[src/rtl/multiplier_arbiter_if.sv]
// Bundle between the four requesters, the shared multiplier and the response consumer.
// "slave" is the arbiter side; "master" is the surrounding environment.
interface multiplier_arbiter_if;
    logic [3:0]  io_req_valid;
    logic [3:0]  io_req_ready;
    logic [63:0] io_req_a;
    logic [63:0] io_req_b;
    logic        io_mul_in_valid;
    logic [15:0] io_mul_in_a;
    logic [15:0] io_mul_in_b;
    logic [15:0] io_mul_out_result;
    logic        io_resp_valid;
    logic        io_resp_ready;
    logic [1:0]  io_resp_id;
    logic [15:0] io_resp_data;

    modport slave (
        input  io_req_valid, io_req_a, io_req_b, io_mul_out_result, io_resp_ready,
        output io_req_ready, io_mul_in_valid, io_mul_in_a, io_mul_in_b,
               io_resp_valid, io_resp_id, io_resp_data
    );

    modport master (
        output io_req_valid, io_req_a, io_req_b, io_mul_out_result, io_resp_ready,
        input  io_req_ready, io_mul_in_valid, io_mul_in_a, io_mul_in_b,
               io_resp_valid, io_resp_id, io_resp_data
    );
endinterface

[src/rtl/multiplier_arbiter.sv]
// Round-robin front end for a shared fixed-latency FP16 multiplier: grants one of four
// requesters per cycle under a credit limit and returns products in issue order.
module multiplier_arbiter #(
    parameter int NUM_REQ     = 4,
    parameter int MUL_LATENCY = 3,
    parameter int FIFO_DEPTH  = 4
) (
    input  logic                clock,
    input  logic                reset,
    multiplier_arbiter_if.slave bus
);
    localparam int ID_W  = 2;
    localparam int PTR_W = (FIFO_DEPTH > 1) ? $clog2(FIFO_DEPTH) : 1;
    localparam int CNT_W = $clog2(FIFO_DEPTH + 1);
    localparam logic [CNT_W-1:0] CREDIT_MAX = CNT_W'(FIFO_DEPTH);
    localparam logic [PTR_W-1:0] PTR_LAST   = PTR_W'(FIFO_DEPTH - 1);

    logic [ID_W-1:0]    rr_ptr_r;
    logic [CNT_W-1:0]   credit_r;
    logic [ID_W-1:0]    cand_s;
    logic               hit_s;
    logic               found_s;
    logic               grant_valid_s;
    logic [ID_W-1:0]    grant_id_s;
    logic [NUM_REQ-1:0] grant_s;

    logic               issue_valid_r;
    logic [ID_W-1:0]    issue_id_r;
    logic [15:0]        issue_a_r;
    logic [15:0]        issue_b_r;

    logic [MUL_LATENCY-1:0] pipe_valid_r;
    logic [ID_W-1:0]        pipe_id_r [MUL_LATENCY];

    logic [15:0]      fifo_data_r [FIFO_DEPTH];
    logic [ID_W-1:0]  fifo_id_r   [FIFO_DEPTH];
    logic [PTR_W-1:0] wr_ptr_r;
    logic [PTR_W-1:0] rd_ptr_r;
    logic [CNT_W-1:0] fifo_count_r;
    logic             push_s;
    logic             pop_s;
    logic             resp_valid_s;

    assign push_s       = pipe_valid_r[MUL_LATENCY-1];
    assign resp_valid_s = (fifo_count_r != {CNT_W{1'b0}});
    assign pop_s        = resp_valid_s & bus.io_resp_ready;

    // Round-robin search from the pointer; registered credit means a same-cycle pop never opens a grant.
    always_comb begin
        cand_s        = rr_ptr_r;
        hit_s         = 1'b0;
        found_s       = 1'b0;
        grant_id_s    = rr_ptr_r;
        grant_s       = {NUM_REQ{1'b0}};
        for (int k = 0; k < NUM_REQ; k++) begin
            cand_s     = rr_ptr_r + ID_W'(k);
            hit_s      = !found_s && bus.io_req_valid[cand_s];
            grant_id_s = hit_s ? cand_s : grant_id_s;
            found_s    = found_s | hit_s;
        end
        grant_valid_s       = found_s & reset & (credit_r < CREDIT_MAX);
        grant_s[grant_id_s] = grant_valid_s;
    end

    assign bus.io_req_ready = grant_s;

    // Arbitration pointer and outstanding-credit counter.
    always_ff @(posedge clock or negedge reset) begin
        if (!reset) begin
            rr_ptr_r <= {ID_W{1'b0}};
            credit_r <= {CNT_W{1'b0}};
        end else begin
            if (grant_valid_s) begin
                rr_ptr_r <= grant_id_s + 2'd1;
            end
            credit_r <= credit_r + CNT_W'(grant_valid_s) - CNT_W'(pop_s);
        end
    end

    // Issue register: operands hold their last granted value between issues.
    always_ff @(posedge clock or negedge reset) begin
        if (!reset) begin
            issue_valid_r <= 1'b0;
            issue_id_r    <= {ID_W{1'b0}};
            issue_a_r     <= 16'h0000;
            issue_b_r     <= 16'h0000;
        end else begin
            issue_valid_r <= grant_valid_s;
            if (grant_valid_s) begin
                issue_id_r <= grant_id_s;
                issue_a_r  <= bus.io_req_a[{grant_id_s, 4'b0000} +: 16];
                issue_b_r  <= bus.io_req_b[{grant_id_s, 4'b0000} +: 16];
            end
        end
    end

    assign bus.io_mul_in_valid = issue_valid_r;
    assign bus.io_mul_in_a     = issue_a_r;
    assign bus.io_mul_in_b     = issue_b_r;

    // In-flight tracker aligned with the multiplier latency.
    always_ff @(posedge clock or negedge reset) begin
        if (!reset) begin
            pipe_valid_r <= {MUL_LATENCY{1'b0}};
            for (int k = 0; k < MUL_LATENCY; k++) begin
                pipe_id_r[k] <= {ID_W{1'b0}};
            end
        end else begin
            pipe_valid_r[0] <= issue_valid_r;
            pipe_id_r[0]    <= issue_id_r;
            for (int k = 1; k < MUL_LATENCY; k++) begin
                pipe_valid_r[k] <= pipe_valid_r[k-1];
                pipe_id_r[k]    <= pipe_id_r[k-1];
            end
        end
    end

    // Result FIFO; credits guarantee a free slot for every push.
    always_ff @(posedge clock or negedge reset) begin
        if (!reset) begin
            wr_ptr_r     <= {PTR_W{1'b0}};
            rd_ptr_r     <= {PTR_W{1'b0}};
            fifo_count_r <= {CNT_W{1'b0}};
            for (int k = 0; k < FIFO_DEPTH; k++) begin
                fifo_data_r[k] <= 16'h0000;
                fifo_id_r[k]   <= {ID_W{1'b0}};
            end
        end else begin
            if (push_s) begin
                fifo_data_r[wr_ptr_r] <= bus.io_mul_out_result;
                fifo_id_r[wr_ptr_r]   <= pipe_id_r[MUL_LATENCY-1];
                wr_ptr_r              <= (wr_ptr_r == PTR_LAST) ? {PTR_W{1'b0}} : wr_ptr_r + 1'b1;
            end
            if (pop_s) begin
                rd_ptr_r <= (rd_ptr_r == PTR_LAST) ? {PTR_W{1'b0}} : rd_ptr_r + 1'b1;
            end
            fifo_count_r <= fifo_count_r + CNT_W'(push_s) - CNT_W'(pop_s);
        end
    end

    assign bus.io_resp_valid = resp_valid_s;
    assign bus.io_resp_id    = fifo_id_r[rd_ptr_r];
    assign bus.io_resp_data  = fifo_data_r[rd_ptr_r];
endmodule

[src/flat_wrapper.sv]
// flat-port wrapper written by rule: the top's interface ports become plain ports
module multiplier_arbiter_flat 
#(
    parameter int NUM_REQ     = 4,
    parameter int MUL_LATENCY = 3,
    parameter int FIFO_DEPTH  = 4
)
  (clock, reset, bus_io_req_valid, bus_io_req_a, bus_io_req_b, bus_io_mul_out_result, bus_io_resp_ready, bus_io_req_ready, bus_io_mul_in_valid, bus_io_mul_in_a, bus_io_mul_in_b, bus_io_resp_valid, bus_io_resp_id, bus_io_resp_data);
  multiplier_arbiter_if bus_i ();
  input  logic clock;
  input  logic reset;
  input wire logic [$bits(bus_i.io_req_valid)-1:0] bus_io_req_valid;
  input wire logic [$bits(bus_i.io_req_a)-1:0] bus_io_req_a;
  input wire logic [$bits(bus_i.io_req_b)-1:0] bus_io_req_b;
  input wire logic [$bits(bus_i.io_mul_out_result)-1:0] bus_io_mul_out_result;
  input wire logic [$bits(bus_i.io_resp_ready)-1:0] bus_io_resp_ready;
  output wire logic [$bits(bus_i.io_req_ready)-1:0] bus_io_req_ready;
  output wire logic [$bits(bus_i.io_mul_in_valid)-1:0] bus_io_mul_in_valid;
  output wire logic [$bits(bus_i.io_mul_in_a)-1:0] bus_io_mul_in_a;
  output wire logic [$bits(bus_i.io_mul_in_b)-1:0] bus_io_mul_in_b;
  output wire logic [$bits(bus_i.io_resp_valid)-1:0] bus_io_resp_valid;
  output wire logic [$bits(bus_i.io_resp_id)-1:0] bus_io_resp_id;
  output wire logic [$bits(bus_i.io_resp_data)-1:0] bus_io_resp_data;
  assign bus_i.io_req_valid = bus_io_req_valid;
  assign bus_i.io_req_a = bus_io_req_a;
  assign bus_i.io_req_b = bus_io_req_b;
  assign bus_i.io_mul_out_result = bus_io_mul_out_result;
  assign bus_i.io_resp_ready = bus_io_resp_ready;
  assign bus_io_req_ready = bus_i.io_req_ready;
  assign bus_io_mul_in_valid = bus_i.io_mul_in_valid;
  assign bus_io_mul_in_a = bus_i.io_mul_in_a;
  assign bus_io_mul_in_b = bus_i.io_mul_in_b;
  assign bus_io_resp_valid = bus_i.io_resp_valid;
  assign bus_io_resp_id = bus_i.io_resp_id;
  assign bus_io_resp_data = bus_i.io_resp_data;
  multiplier_arbiter #(.NUM_REQ(NUM_REQ), .MUL_LATENCY(MUL_LATENCY), .FIFO_DEPTH(FIFO_DEPTH)) u_core (.clock(clock), .reset(reset), .bus(bus_i));
endmodule
[config.mk]
export PLATFORM = sky130hd
export DESIGN_NAME = multiplier_arbiter_flat
export DESIGN_NICKNAME = d
export VERILOG_FILES = /design/src/rtl/multiplier_arbiter_if.sv /design/src/rtl/multiplier_arbiter.sv /design/src/flat_wrapper.sv
export SDC_FILE = /design/constraint.sdc
export NUM_CORES = 1
export LEC_CHECK = 0
export CORE_MARGIN = 5
export CORE_UTILIZATION = 47
export DETAILED_ROUTE_END_ITERATION = 12
export PLACE_DENSITY = 0.8
export SYNTH_ARGS = -nofsm -noshare
export SYNTH_HDL_FRONTEND = slang
export SYNTH_SLANG_ARGS = --single-unit
[constraint.sdc]
create_clock -name clock -period 2.35 [get_ports clock]
set_input_delay 0.47 -clock clock [delete_from_list [all_inputs] [get_ports clock]]
set_output_delay 0.47 -clock clock [all_outputs]
set_load 0.01 [all_outputs]
==> reports/metrics.csv <==
metric;value;unit
cts_hold_buf;0;
diodes;0;
fillerInstances;957;
fmax;425;MHz
die_w;129;µm
cap_viol_max_count;0;
drt_iter0_markers;253;
clk_pin_slew;50;ps
setup_viol;1;
cp-end-kind;output port;
start_util;0.479;
seq_area;3200;µm²
vias;5155;
async_flop_share;1.00;
cts_sinks;128;
drt_wl_total;20000;µm
slew_violations;0;
cp_slowest_stage_delay;280;ps
arrival;1890;ps
hold_viol;0;
drc;0;
critPathRequiredTime;1880;ps
relSlewSlack;0.525;
ant_nets;0;
cts_tree;done;
grt_pass1_wl;30600;µm
ys_seq_area_frac;0.484;
cts_made_buffers;17;
setup_slack;-5.36;ps
failed_checks;negative setup slack;
rsz0062_at_grt;true;
reg2reg_to;u_core.credit_r[2];
io_pins;207;
synth-seq-cells;128;
grt-busiest-layer;met2;
synth_top_area_frac;0.484;
synth_edf_count;0;
start_kind;input port;
routabilityCongestion;0.949;
crit_slowest_cell;dlygate4sd2_1;
antenna_found_initial;0;
ir_drop;0.628;mV
use_met2;0.448;
syn_area_per_cell;12.9;µm²
cts_buffer_depth;2;
hold_class;in2async;
synthDistinctLibCells;40;
place_ws;-591;ps
clk_latency;410;ps
nets;908;
ys_top_cells_by_count;128 x dfrtp_1, 73 x mux2_2, 38 x mux2i_1, 37 x inv_1, 29 x nor2_1;
multiInputGateArea;3120;µm²
die_area;16500;µm²
synth_warnings;0;
hpwlAfterDp;14200;µm
grt_max_degree;129;
synthTopCellsByArea;dfrtp_1 48%, mux2_2 12%, mux4_2 6.1%;
syn_to_final_growth;46.4;%
die_h;129;µm
grtUsageTotal;0.242;
port_buffers;206;
r2r_slack;150;ps
yosysMostFrequentCell;dfrtp_1;
crit_type;in2out;
synth_cells;514;
synth_top_area_cell;dfrtp_1;
rr_worst_depth;10;
worstPathCellList;dlygate4sd2_1, nor2b_2, o21ai_2, and3_4, clkinv_4, ha_4, and2_1, buf_2;
fin_skew;6.75;ps
coreArea;13800;µm²
final_util;0.700;
syn_area;6620;µm²
cts_root_buf;clkbuf_16;
grtUsageMet1;0.266;
drive_gt1_frac;0.281;
synth-main-ff-cell;dfrtp_1;
vias_per_cell;5.51;
fin_crit_sh;1.00;
first_global_vias;5715;
worstReg2RegStart;u_core.fifo_count_r[0];
period_needed;2360;ps
critical_path.max_fanout;5;
synth_fp_nets;680;
grt_overflow;0;
worst_slew_pin_slew;712;ps
wl_per_cell;21.4;µm
status;finished, violations left;
p_per_area;1280;nW/µm²
drt_pre_antenna_iters;4;
leakagePower;4.11;nW
htreeDepth;4;
rows;43;
use_met3;0.0672;
-- layer usage --
layer	vias up	wire length, µm
li1	2348	-
met1	2572	7220
met2	204	11000
met3	31	1430
met4	0	382
met5	-	0
-- worst max path at each step --
stage,from,endpoint,slack (ps),depth (start not counted)
finish,bus_io_req_valid[2],bus_io_req_ready[0],-5,8
global route,u_core.rr_ptr_r[1],bus_io_req_ready[0],-70,8
CTS,u_core.rr_ptr_r[0],bus_io_req_ready[1],-50,7
detailed placement,bus_io_req_valid[2],bus_io_req_ready[0],-590,8
global placement,bus_io_req_valid[0],bus_io_req_ready[2],-490,8
floorplan,bus_io_req_valid[2],bus_io_req_ready[0],120,8
-- metrics by stage --
| step | setup TNS [ps] | hold slack [ps] | cells | power (mW) | instance area (µm²) |
|---|---|---|---|---|---|
| 5_1_grt | -170 | 241 | 935 | 13.1 | 9680 |
| 6_report | -5.36 | 129 | 935 | 12.4 | 9680 |
| 4_1_cts | -49.0 | 211 | 932 | 12.4 | 9630 |
| 3_5_place_dp | -11880 | 336 | 895 | 9.70 | 8980 |
| 2_1_floorplan | 0 | 174 | 514 | 7.21 | 6620 |
| 3_3_place_gp | -7650 | 332 | 895 | 9.43 | 8980 |
-- cell families (layout without fill, tap and decap cells) --
| family | count (synthesis) | count (layout) | synth area share |
|---|---|---|---|
| multiplexers | 129 | 129 | 0.243 |
| XOR/XNOR | 4 | 4 | 0.00529 |
| AO/OA/AOI/OAI | 95 | 95 | 0.135 |
| buffers and inverters | 76 | 317 | 0.0567 |
| AND/OR/NAND/NOR | 67 | 67 | 0.0448 |
| adder cells (fa/ha/maj) | 15 | 15 | 0.0306 |
| flip-flops | 128 | 128 | 0.484 |
-- power by group --
part | total (mW) | internal [mW] | switching [mW]
clock network | 2.71 | 1.78 | 0.929
registers | 3.97 | 3.32 | 0.654
logic | 5.70 | 3.12 | 2.58
total | 12.4 | 8.22 | 4.16
-- what timing repair did --
action                     in CTS  in global routing
resized for setup              79                 18
setup buffers                   4                  3
pin swaps                       3                  4
gates cloned                    1                  0
setup endpoints to repair      22                 17
hold endpoints to repair        0                  0
-- sequential cells by signal, indices dropped and copies added (netlist names) --
register	flops
u_core.credit_r	3
u_core.bus.io_mul_in_a	16
u_core.issue_id_r	2
u_core.fifo_data_r	64
u_core.pipe_valid_r	3
u_core.wr_ptr_r	2
u_core.pipe_id_r	6
u_core.fifo_id_r	8
u_core.rr_ptr_r	2
u_core.bus.io_mul_in_valid	1
u_core.fifo_count_r	3
u_core.bus.io_mul_in_b	16
u_core.rd_ptr_r	2
-- cell usage in the layout (no fill, tap or decap), types with 17 or more instances in the layout --
master           instances
mux2_2                  73
a31oi_1                 26
mux2i_1                 38
clkbuf_16               17
mux4_2                  18
clkdlybuf4s50_1        179
inv_1                   37
nand2_1                 22
a2111oi_0               18
dfrtp_1                127
nor2_1                  28
a211oi_1                18
buf_4                   33
-- worst max-delay path: cells and delay by family --
| family | cells | cell delay [ps] |
|---|---|---|
| adder cells (fa/ha/maj) | 1 | 160 |
| AND/OR/NAND/NOR | 3 | 580 |
| buffers and inverters | 3 | 500 |
| AO/OA/AOI/OAI | 1 | 170 |
-- cell type report --
type / instances / share of cell area
Sequential cell: 128 / 0.331
Multi-Input combinational cell: 310 / 0.322
Timing Repair Buffer: 245 / 0.244
Clock buffer: 23 / 0.0504
Tap cell: 180 / 0.0233
Inverter: 40 / 0.0160
Clock inverter: 9 / 0.0134
Note: power is estimated with default switching activity, not from simulation.
